$ cat config.mk
export PLATFORM = sky130hd
export DESIGN_NAME = score_ctrl
export DESIGN_NICKNAME = d
export VERILOG_FILES = /design/src/rtl/score_pkg.sv /design/src/rtl/bcd_cnt2.sv /design/src/rtl/score_ctrl.sv
export SDC_FILE = /design/constraint.sdc
export NUM_CORES = 1
export LEC_CHECK = 0
export ABC_AREA = 1
export BUFFER_PORTS_ARGS = -buffer_cell sky130_fd_sc_hd__buf_4
export CELL_PAD_IN_SITES_DETAIL_PLACEMENT = 1
export CELL_PAD_IN_SITES_GLOBAL_PLACEMENT = 1
export CORE_ASPECT_RATIO = 1.1
export CORE_MARGIN = 10
export CORE_UTILIZATION = 41
export CTS_CLUSTER_DIAMETER = 150
export DETAILED_ROUTE_END_ITERATION = 7
export PLACE_DENSITY_LB_ADDON = 0.08
export SKIP_CTS_REPAIR_TIMING = 1
export SYNTH_ARGS = -nofsm -noshare
export SYNTH_HDL_FRONTEND = slang
export SYNTH_SLANG_ARGS = --single-unit
$ cat constraint.sdc
create_clock -name clk -period 1.8 [get_ports clk]
set_input_delay 0.18 -clock clk [delete_from_list [all_inputs] [get_ports clk]]
set_output_delay 0.18 -clock clk [all_outputs]
set_load 0.02 [all_outputs]
$ cat src/rtl/score_pkg.sv
// Shared types for the score/ball sequencer: FSM state encoding and BCD digit type.
package score_pkg;

  typedef enum logic [1:0] {IDLE, PLAY, OVER} state_t;

  typedef logic [3:0] bcd_t;

  localparam bcd_t BCD_MAX = 4'd9;

endpackage

$ cat src/rtl/bcd_cnt2.sv
// Two-digit BCD incrementer that saturates at a BCD-encoded maximum.
module bcd_cnt2
  import score_pkg::*;
(
  input  logic       clk,
  input  logic       rst_n,
  input  logic       clr,
  input  logic       inc,
  input  logic [7:0] max,
  output bcd_t       tens,
  output bcd_t       ones
);

  bcd_t tens_q, tens_d;
  bcd_t ones_q, ones_d;

  // Valid BCD pairs order the same as plain binary, so the saturation test is a direct compare.
  always_comb begin
    tens_d = tens_q;
    ones_d = ones_q;
    if (clr) begin
      tens_d = '0;
      ones_d = '0;
    end else if (inc && ({tens_q, ones_q} < max)) begin
      if (ones_q >= BCD_MAX) begin
        ones_d = '0;
        tens_d = (tens_q >= BCD_MAX) ? BCD_MAX : tens_q + 4'd1;
      end else begin
        ones_d = ones_q + 4'd1;
      end
    end
  end

  always_ff @(posedge clk or negedge rst_n) begin
    if (!rst_n) begin
      tens_q <= '0;
      ones_q <= '0;
    end else begin
      tens_q <= tens_d;
      ones_q <= ones_d;
    end
  end

  assign tens = tens_q;
  assign ones = ones_q;

endmodule

$ cat src/rtl/score_ctrl.sv
// Game-state sequencer: owns score and ball counters and publishes them to the
// text overlay only at frame boundaries.
module score_ctrl
  import score_pkg::*;
#(
  parameter int unsigned BALLS     = 3,
  parameter logic [7:0]  MAX_SCORE = 8'h99
) (
  input  logic clk,
  input  logic rst_n,
  input  logic frame_tick,
  input  logic start,
  input  logic hit,
  input  logic miss,
  input  logic restart,
  output bcd_t dig1,
  output bcd_t dig0,
  output bcd_t dig,
  output logic game_over,
  output logic playing
);

  localparam bcd_t BALLS_BCD = bcd_t'(BALLS);

  state_t state_q, state_d;
  bcd_t   balls_q, balls_d;
  logic   sc_clr, sc_inc;
  bcd_t   sc_tens, sc_ones;

  bcd_t   dig1_q, dig0_q, dig_q;
  logic   game_over_q;

  bcd_cnt2 u_score (
    .clk   (clk),
    .rst_n (rst_n),
    .clr   (sc_clr),
    .inc   (sc_inc),
    .max   (MAX_SCORE),
    .tens  (sc_tens),
    .ones  (sc_ones)
  );

  always_comb begin
    state_d = state_q;
    balls_d = balls_q;
    sc_clr  = 1'b0;
    sc_inc  = 1'b0;
    if (restart) begin
      state_d = IDLE;
      balls_d = BALLS_BCD;
      sc_clr  = 1'b1;
    end else begin
      unique case (state_q)
        IDLE: begin
          if (start) begin
            state_d = PLAY;
            balls_d = BALLS_BCD;
            sc_clr  = 1'b1;
          end
        end
        PLAY: begin
          // A hit on the last ball still scores before the game ends.
          sc_inc = hit;
          if (miss) begin
            if (balls_q <= 4'd1) begin
              balls_d = '0;
              state_d = OVER;
            end else begin
              balls_d = balls_q - 4'd1;
            end
          end
        end
        OVER: ;
        default: state_d = IDLE;
      endcase
    end
  end

  always_ff @(posedge clk or negedge rst_n) begin
    if (!rst_n) begin
      state_q <= IDLE;
      balls_q <= BALLS_BCD;
    end else begin
      state_q <= state_d;
      balls_q <= balls_d;
    end
  end

  // Shadow copy samples the pre-update working values, so same-cycle events wait a frame.
  always_ff @(posedge clk or negedge rst_n) begin
    if (!rst_n) begin
      dig1_q      <= '0;
      dig0_q      <= '0;
      dig_q       <= BALLS_BCD;
      game_over_q <= 1'b0;
    end else if (frame_tick) begin
      dig1_q      <= sc_tens;
      dig0_q      <= sc_ones;
      dig_q       <= balls_q;
      game_over_q <= (state_q == OVER);
    end
  end

  assign dig1      = dig1_q;
  assign dig0      = dig0_q;
  assign dig       = dig_q;
  assign game_over = game_over_q;
  assign playing   = (state_q == PLAY);

endmodule

==> results by group, run 1 <==
Die
  • Die Y: 81.9 µm
  • Die footprint: 6250 µm²
  • Initial Util: 42.6%
  • IO Count: 21
  • Core box area: 3360 µm²
  • Die width: 76.3 µm
  • Rows: 22

Power and ir drop
  • Power density cells: 1140 nW/µm²
  • Combinational Power Share: 41.6%
  • Lkg Pwr: 0.000885 µW
  • Cell Int Power: 1130 µW
  • Clock Power Share: 13.8%
  • Sequential Power Share: 44.6%
  • P_sw: 788 µW
  • Sw Ratio: 41.1%
  • Worst VDD drop: 450 µV

GRT
  • Vias in the first global route: 1358
  • Largest net degree at the start of global routing: 28
  • GR Overflow Total: 0
  • GRT Total Usage: 11.7%
  • First-pass GRT wire length: 6110 µm
  • Initial antenna violation count: 0

Clocking
  • # clock sinks: 27
  • Root buffer cell: clkbuf_4
  • Clk slew on worst S/H paths: 150 ps
  • Worst skew pair latency: 320 ps
  • TritonCTS Buffers: 3
  • Max Buffers Root-to-Sink: 2
  • H-tree Lvls: 1
  • TritonCTS clock tree: built

Worst setup path
  • Worst EP required: 2020 ps
  • Reg2Reg Depth: 9
  • Startpoint Class: register
  • Worst R2R End: state_q[0]
  • CP Capture Type: register
  • Reg2reg start: balls_q[0]
  • Crit-path max FO: 4
  • Kind of critical path: reg2reg
  • R2R Setup Slk: 190 ps
  • Crit path DAT: 1830 ps

STA
  • Fin crit period: 1610 ps
  • Hold Vio Cnt, Final: 0
  • Slew Limit Headroom: 76.9%
  • Final Cycle Share: 89.4%
  • Fmax: 621 MHz
  • Worst Tran Pin Value: 347 ps
  • Setup violations, final: 0
  • Fin. max-slew vios: 0
  • RSZ-0062 raised after global routing: no
  • Hold WS: 175 ps
  • Post-Route Setup TNS: 0 ps
  • Clock Skew: 11.5 ps
  • Final WS setup: 190 ps

Place
  • Post-DP HPWL: 2680 µm
  • DP Worst Slack: 209 ps
  • Placed cells: 238
  • Quantity of I/O buffers inserted on ports: 20
  • Routability cong.: 0.785

Cells and area
  • Layout cells sized above 1: 23.1%
  • Sequential Area: 681 µm²
  • Most common cell after layout, fill and taps aside: nand2_1
  • Post-Layout Cell Count: 243
  • Area occupied by multi-input gates: 673 µm²
  • N_diodes: 0
  • Fin nets: 211
  • Area grow syn2layout: 17.7%
  • # fillers: 438
  • Commonest non-fill, non-tap cells in the layout: nand2_1, nor2_1, dfrtp_1, buf_4, inv_1

Worst hold path
  • HP Start: frame_tick
  • Worst Hold Class: in2reg
  • Hold Path Depth: 2
  • Worst Hold Path EP: dig[1]

Route
  • Vias per cell: 4.88
  • Via Count: 1186
  • Final wirelength: 3410 µm
  • Initial DRC count: 44
  • Routed WL per cell: 14.0 µm
  • Drc violations: 0
  • DRT Pass-1 Iters: 4
  • Final ANT Viol Nets: 0

Yosys
  • Synth cell types: 21
  • Async set or reset register ratio after synthesis: 100%
  • Mean Syn Cell Area: 8.41 µm²
  • Most used flip-flop cell after synthesis: dfrtp_1
  • Post-Syn Nets: 185
  • Synth area leaders: dfrtp_1, nand2_1, dfstp_2, ha_1, nor2_1
  • Yosys top cell area share: 40.2%
  • Mapped Area: 1430 µm²
  • Synth warn: 0
  • Sequential fraction of the synthesis area: 47.6%
  • Cells after Synth: 170
  • Post-synth top area cell: dfrtp_1
  • Number of flops mapped to enable cells by yosys: 0
  • Seq cells post-synth: 27

Run
  • Max_cap viols: 0

Run status
  • Status: complete, no violations
layer usage:
| metal | up-vias | global-route usage (%) | wire length [µm] |
|---|---|---|---|
| met3 | 4 | 2.62 | 96 |
| li1 | 593 | - | - |
| met1 | 580 | 12.9 | 1460 |
| met2 | 9 | 21.7 | 1820 |
| met5 | - | 0 | 0 |
| met4 | 0 | 4.65 | 33 |
layout make-up:
class | instances | area share (%)
Sequential cell | 27 | 40.4
Multi-Input combinational cell | 123 | 40.0
Timing Repair Buffer | 23 | 10.4
Inverter | 18 | 4.01
Tap cell | 48 | 3.57
Clock buffer | 4 | 1.56
worst max-delay path by stage:
stage                                from         endpoint  slack, ps  cells past startpoint
final                          balls_q[0]       state_q[0]        190                      9
after CTS                      balls_q[0]       state_q[0]        190                      9
after detailed placement       balls_q[0]       state_q[0]        210                      9
after global routing      u_score.ones[0]  u_score.ones[1]      0.007                      8
after floorplan                balls_q[0]       state_q[0]        240                      8
after global placement         balls_q[0]       state_q[0]        260                      9
kinds of logic (layout without fill, tap and decap cells):
| family | after synthesis | after routing | synth area share [%] |
|---|---|---|---|
| AND/OR/NAND/NOR | 81 | 81 | 24.6 |
| flip-flops | 27 | 27 | 47.6 |
| AO/OA/AOI/OAI | 26 | 26 | 9.89 |
| buffers and inverters | 20 | 45 | 5.34 |
| adder cells (fa/ha/maj) | 8 | 8 | 7.00 |
| XOR/XNOR | 4 | 4 | 2.45 |
| multiplexers | 4 | 4 | 3.15 |
critical path: stages (launching register included):
cell	delay, ps
dfstp_2	590
inv_1	80
ha_1	230
o21ai_0	170
buf_4	170
nand2_2	60
nand2_1	50
nor2_1	60
nand2_1	50
o21ai_1	50
registers in the layout, summed over array words and instances (netlist names):
signal and flops:
u_score.ones 4, u_score.tens 4, state_q 2, balls_q 4, dig1 4, game_over 1, dig0 4, dig 4
power groups by stage:
stage	clock network, µW	registers (µW)	logic (µW)
6_report	265	855	798
5_1_grt	313	879	923
4_1_cts	279	858	819
3_5_place_dp	0	868	815
3_3_place_gp	0	858	783
2_1_floorplan	0	904	474
cell usage after synthesis (3+ instances only):
master	n
xor2_1	4
nand2_1	33
nand2_2	6
nand3_1	13
dfstp_2	4
nor2_1	24
mux2_2	4
o21ai_0	9
dfrtp_1	23
inv_2	3
ha_1	8
inv_1	15
a21oi_1	14
through the flow:
step	utilization, %	total power, µW	cell area [µm²]
final	50.1	1920	1680
after global routing	50.1	2120	1680
after floorplan	-	1380	1430
after detailed placement	49.0	1680	1650
after CTS	49.8	1960	1670
after global placement	49.0	1640	1650
No activity file was read; power rests on OpenSTA's default activity.
==> inputs of run 2 (changes only) <==
Settings changed: MAX_ROUTING_LAYER from default to met4.
==> run 2 against run 1 <==
Effect of this change:
- die area unchanged
- utilization unchanged
- sequential power about the same
- wire length decreased by 0.47%
- fmax increased by 0.53%
- count of clock-buffer cells in the layout unchanged
- clock power about the same
- sequential cell count unchanged
- critical endpoint unchanged
==> results by group, run 2 (synthesis results as in run 1) <==
Run status
  • Status: complete, no violations

Worst setup path
  • Worst Path Buf+Inv: 2
  • CP Capture Type: register
  • Kind of critical path: reg2reg
  • Crit-path max FO: 4
  • R2R Setup Slk: 200 ps
  • Largest stage delay on the critical path: 590 ps
  • Worst EP required: 2020 ps
  • Worst path cell trace: inv_1 -> ha_1 -> o21ai_0 -> buf_4 -> nand2_2 -> nand2_1 -> nor2_1 -> nand2_1 -> o21ai_1
  • Reg2Reg Depth: 9
  • Most used cell, CP: nand2_1
  • Crit path DAT: 1820 ps
  • Reg2reg start: balls_q[0]
  • Slowest-stage cell, CP: dfstp_2
  • Cell family with most CP delay: flip-flops
  • Startpoint Class: register
  • Worst R2R End: state_q[0]

GRT
  • Initial antenna violation count: 0
  • Largest net degree at the start of global routing: 28
  • First-pass GRT wire length: 6110 µm
  • Vias in the first global route: 1359
  • GRT Total Usage: 12.1%
  • GR Overflow Total: 0

Clocking
  • Root buffer cell: clkbuf_4
  • Clk slew on worst S/H paths: 150 ps
  • # clock sinks: 27
  • H-tree Lvls: 1
  • TritonCTS clock tree: built
  • TritonCTS Buffers: 3
  • Worst skew pair latency: 320 ps
  • Max Buffers Root-to-Sink: 2

Die
  • Die Y: 81.9 µm
  • Core box area: 3360 µm²
  • IO Count: 21
  • Die footprint: 6250 µm²
  • Initial Util: 42.6%
  • Die width: 76.3 µm
  • Rows: 22

Route
  • Via Count: 1190
  • Final wirelength: 3390 µm
  • DRT Pass-1 Iters: 4
  • Final ANT Viol Nets: 0
  • Drc violations: 0
  • Routed WL per cell: 14.0 µm
  • Initial DRC count: 45
  • Vias per cell: 4.90

STA
  • Post-Route Setup TNS: 0 ps
  • Hold Vio Cnt, Final: 0
  • Fin. max-slew vios: 0
  • RSZ-0062 raised after global routing: no
  • Fmax: 625 MHz
  • Clock Skew: 8.57 ps
  • Slew Limit Headroom: 76.6%
  • Setup violations, final: 0
  • Final Cycle Share: 89.0%
  • Worst Tran Pin Value: 351 ps
  • Fin crit period: 1600 ps

Worst hold path
  • Hold Path Depth: 2
  • Worst Hold Path EP: dig[1]
  • Worst Hold Class: in2reg
  • HP Start: frame_tick

Place
  • Post-DP HPWL: 2680 µm
  • Placed cells: 238
  • Quantity of I/O buffers inserted on ports: 20
  • Routability cong.: 0.796

Cells and area
  • Area grow syn2layout: 17.7%
  • Fin nets: 211
  • # fillers: 438
  • N_diodes: 0
  • Post-Layout Cell Count: 243
  • Layout cells sized above 1: 23.1%
  • Commonest non-fill, non-tap cells in the layout: nand2_1, nor2_1, dfrtp_1, buf_4, inv_1
  • Most common cell after layout, fill and taps aside: nand2_1

Power and ir drop
  • Clock Power Share: 13.8%
  • Sw Ratio: 41.0%
  • Combinational Power Share: 41.6%
  • Sequential Power Share: 44.6%
  • Worst VDD drop: 452 µV
  • Power density cells: 1140 nW/µm²
  • P_sw: 786 µW
  • Lkg Pwr: 0.000885 µW
  • Cell Int Power: 1130 µW

Run
  • Max_cap viols: 0
run 2: worst max-delay path by stage:
stage,from,endpoint,slack (ps),cells past startpoint
floorplan,balls_q[0],state_q[0],240,8
global placement,balls_q[0],state_q[0],260,9
detailed placement,balls_q[0],state_q[0],210,9
CTS,balls_q[0],state_q[0],190,9
global route,u_score.ones[0],u_score.ones[1],0.007,8
finish,balls_q[0],state_q[0],200,9
run 2: routing by layer:
layer | vias to the layer above | part of all wire, % | GRT usage [%]
li1 | 594 | - | -
met1 | 579 | 43 | 13.1
met2 | 13 | 54 | 21.7
met3 | 4 | 2.4 | 2.29
met4 | 0 | 0.91 | 4.65
met5 | - | 0 | -
run 2: per-stage QoR:
stage	power [µW]	setup WS [ps]	util, %	hold WS, ps	cell area, µm²
floorplan	1380	245	-	-116	1430
global placement	1640	265	49.0	115	1650
detailed placement	1680	209	49.0	119	1650
CTS	1960	188	49.8	-256	1670
global route	2120	0.00688	50.1	176	1680
finish	1920	199	50.1	175	1680
run 2: final cells by class:
type	count	area (µm²)	share of cell area, %
flip-flops and latches	27	681	40.4
clock buffers	4	26.3	1.56
repair buffers	23	175	10.4
multi-input cells	123	673	40.0
well taps	48	60.1	3.57
inverters	18	67.6	4.01
run 2: power groups by stage:
stage	registers, µW	logic, µW	clock network (µW)
5_1_grt	879	923	313
3_5_place_dp	868	815	0
6_report	855	797	264
2_1_floorplan	904	474	0
3_3_place_gp	858	783	0
4_1_cts	858	819	279
==> inputs of run 3 (changes only) <==
Settings changed: CORE_UTILIZATION 41 to 37, CTS_CLUSTER_SIZE from default to 12.
Clock period 1.8 ns to 1.4 ns, I/O delays scaled along.
==> run 3 against run 2 <==
Effect of this change:
- sequential power grew 25%
- critical path depth shrank 2
- register-to-register slack lost 190 ps
- design area grew 19%
- via count grew 6.6%
- power grew 53%
- critical path type unchanged
- final cell count grew 9.1%
- wire length grew 15%
==> results by group, run 3 (synthesis results as in run 1) <==
Power and ir drop
  • Power density cells: 1470 nW/µm²
  • P_sw: 1180 µW
  • Sw Ratio: 40.2%
  • Combinational Power Share: 48.4%
  • Cell Int Power: 1760 µW
  • Sequential Power Share: 36.3%
  • Worst VDD drop: 838 µV
  • Lkg Pwr: 0.000985 µW
  • Clock Power Share: 15.3%
  • PnR Total Power: 2940 µW

Route
  • WL met1: 1480 µm
  • Final wirelength: 3910 µm
  • Met2 WL post-DR: 2300 µm
  • Via Count: 1268
  • Met3 wire length: 97 µm
  • DRT Pass-1 Iters: 4
  • Initial DRC count: 47
  • Drc violations: 0
  • Routed WL per cell: 14.8 µm
  • Vias per cell: 4.78
  • Top Metal Used: met4
  • Final ANT Viol Nets: 0

STA
  • Post-Route Setup TNS: 0 ps
  • Fin. max-slew vios: 0
  • Final Cycle Share: 99.4%
  • Setup violations, final: 0
  • Slew Limit Headroom: 75.6%
  • Clock Skew: 4.24 ps
  • Hold Vio Cnt, Final: 0
  • Fmax: 719 MHz
  • Fin crit period: 1390 ps
  • Worst Tran Pin Value: 366 ps
  • RSZ-0062 raised after global routing: yes

Clocking
  • TritonCTS clock tree: built
  • Max Buffers Root-to-Sink: 2
  • # clock sinks: 27
  • Root buffer cell: clkbuf_8
  • TritonCTS Buffers: 3
  • Worst skew pair latency: 270 ps
  • H-tree Lvls: 1
  • Clk slew on worst S/H paths: 100 ps

Die
  • Die width: 79.3 µm
  • IO Count: 21
  • Die footprint: 6750 µm²
  • Rows: 23
  • Die Y: 85.2 µm
  • Core box area: 3680 µm²
  • Initial Util: 38.8%

Cells and area
  • N_diodes: 0
  • Layout cells sized above 1: 42.8%
  • Area occupied by multi-input gates: 806 µm²
  • Area grow syn2layout: 39.6%
  • # fillers: 471
  • Sequential Area: 681 µm²
  • Commonest non-fill, non-tap cells in the layout: buf_4, nand2_1, dfrtp_1, nor2_1, a21oi_1
  • Most common cell after layout, fill and taps aside: buf_4
  • Fin nets: 231

Worst hold path
  • Worst Hold Class: in2reg
  • HP Start: restart
  • Hold Path Depth: 4
  • Worst Hold Path EP: state_q[0]

Worst setup path
  • R2R Setup Slk: 9 ps
  • Slowest-stage cell, CP: dfrtp_1
  • Reg2reg start: u_score.ones[0]
  • Crit path DAT: 1550 ps
  • Worst path cell trace: inv_2 -> ha_4 -> nand2_4 -> o21ai_4 -> nand2_2 -> nand3_1 -> nand2_1
  • Reg2Reg Depth: 7
  • Crit-path max FO: 6
  • Largest stage delay on the critical path: 410 ps
  • CP Capture Type: register
  • Startpoint Class: register
  • Kind of critical path: reg2reg
  • Worst R2R End: u_score.tens[3]
  • Worst EP required: 1560 ps

Run status
  • Status: complete, no violations

GRT
  • GRT Total Usage: 11.9%
  • Largest net degree at the start of global routing: 28
  • GR Overflow Total: 0
  • Vias in the first global route: 1417
  • Initial antenna violation count: 0
  • First-pass GRT wire length: 6400 µm

Place
  • Post-DP HPWL: 2890 µm
  • Routability cong.: 0.821
  • Quantity of I/O buffers inserted on ports: 20

Run
  • Max_cap viols: 0
[run 3: changes by cell type in the layout (fill, tap and decap cells not counted), sizes merged]
cell and change:
clkinvlp +1, clkbuf -1, nand2 +1, buf +19
[run 3: how the worst max path moves through the flow]
stage,from,to,slack (ps),depth (start not counted)
final,u_score.ones[0],u_score.tens[3],9,7
after global routing,state_q[1],u_score.tens[3],-70,8
after CTS,u_score.ones[1],u_score.tens[2],-80,9
after detailed placement,balls_q[0],state_q[0],-60,8
after global placement,balls_q[1],state_q[1],-5,8
after floorplan,balls_q[0],state_q[0],4,8
[run 3: stage by stage]
stage               std cells  util [%]  setup WS (ps)  hold WS, ps  cell area, µm²
finish                    265      54.2           8.91          197            2000
CTS                       261      49.7          -84.2         -227            1830
floorplan                 170         -           3.58         -156            1430
detailed placement        257      48.3          -62.0         83.0            1780
global route              265      54.2          -70.8          213            2000
global placement          257      48.3          -4.68         77.4            1780
[run 3: final cells by class]
cell class	count	share of cell area, %
clock buffer	3	2.07
clock inverter	1	0.376
inverter	18	3.51
multi-input combinational	124	40.4
sequential	27	34.1
tap	50	3.13
timing repair buffer	42	16.5
[run 3: routing by layer]
layer / vias to the layer above / GRT usage [%]
met2: 12 / 21.8
met1: 620 / 12.5
met3: 2 / 2.53
met5: - / -
met4: 0 / 2.94
li1: 634 / -
[run 3: critical path: cells and delay by family (launching register included)]
kind | cells | cell delay (ps)
DFF | 1 | 410
adders and majority gates | 1 | 150
and+or+nand+nor | 4 | 450
buffers and inverters | 1 | 100
AOI/OAI and AO/OA | 1 | 170
[run 3: power groups by stage]
stage               logic [µW]  clock network [µW]  registers (µW)
global route              1600                 512            1090
CTS                       1270                 482            1050
detailed placement        1260                   0            1070
global placement          1220                   0            1060
finish                    1420                 451            1070
floorplan                  623                   0            1160
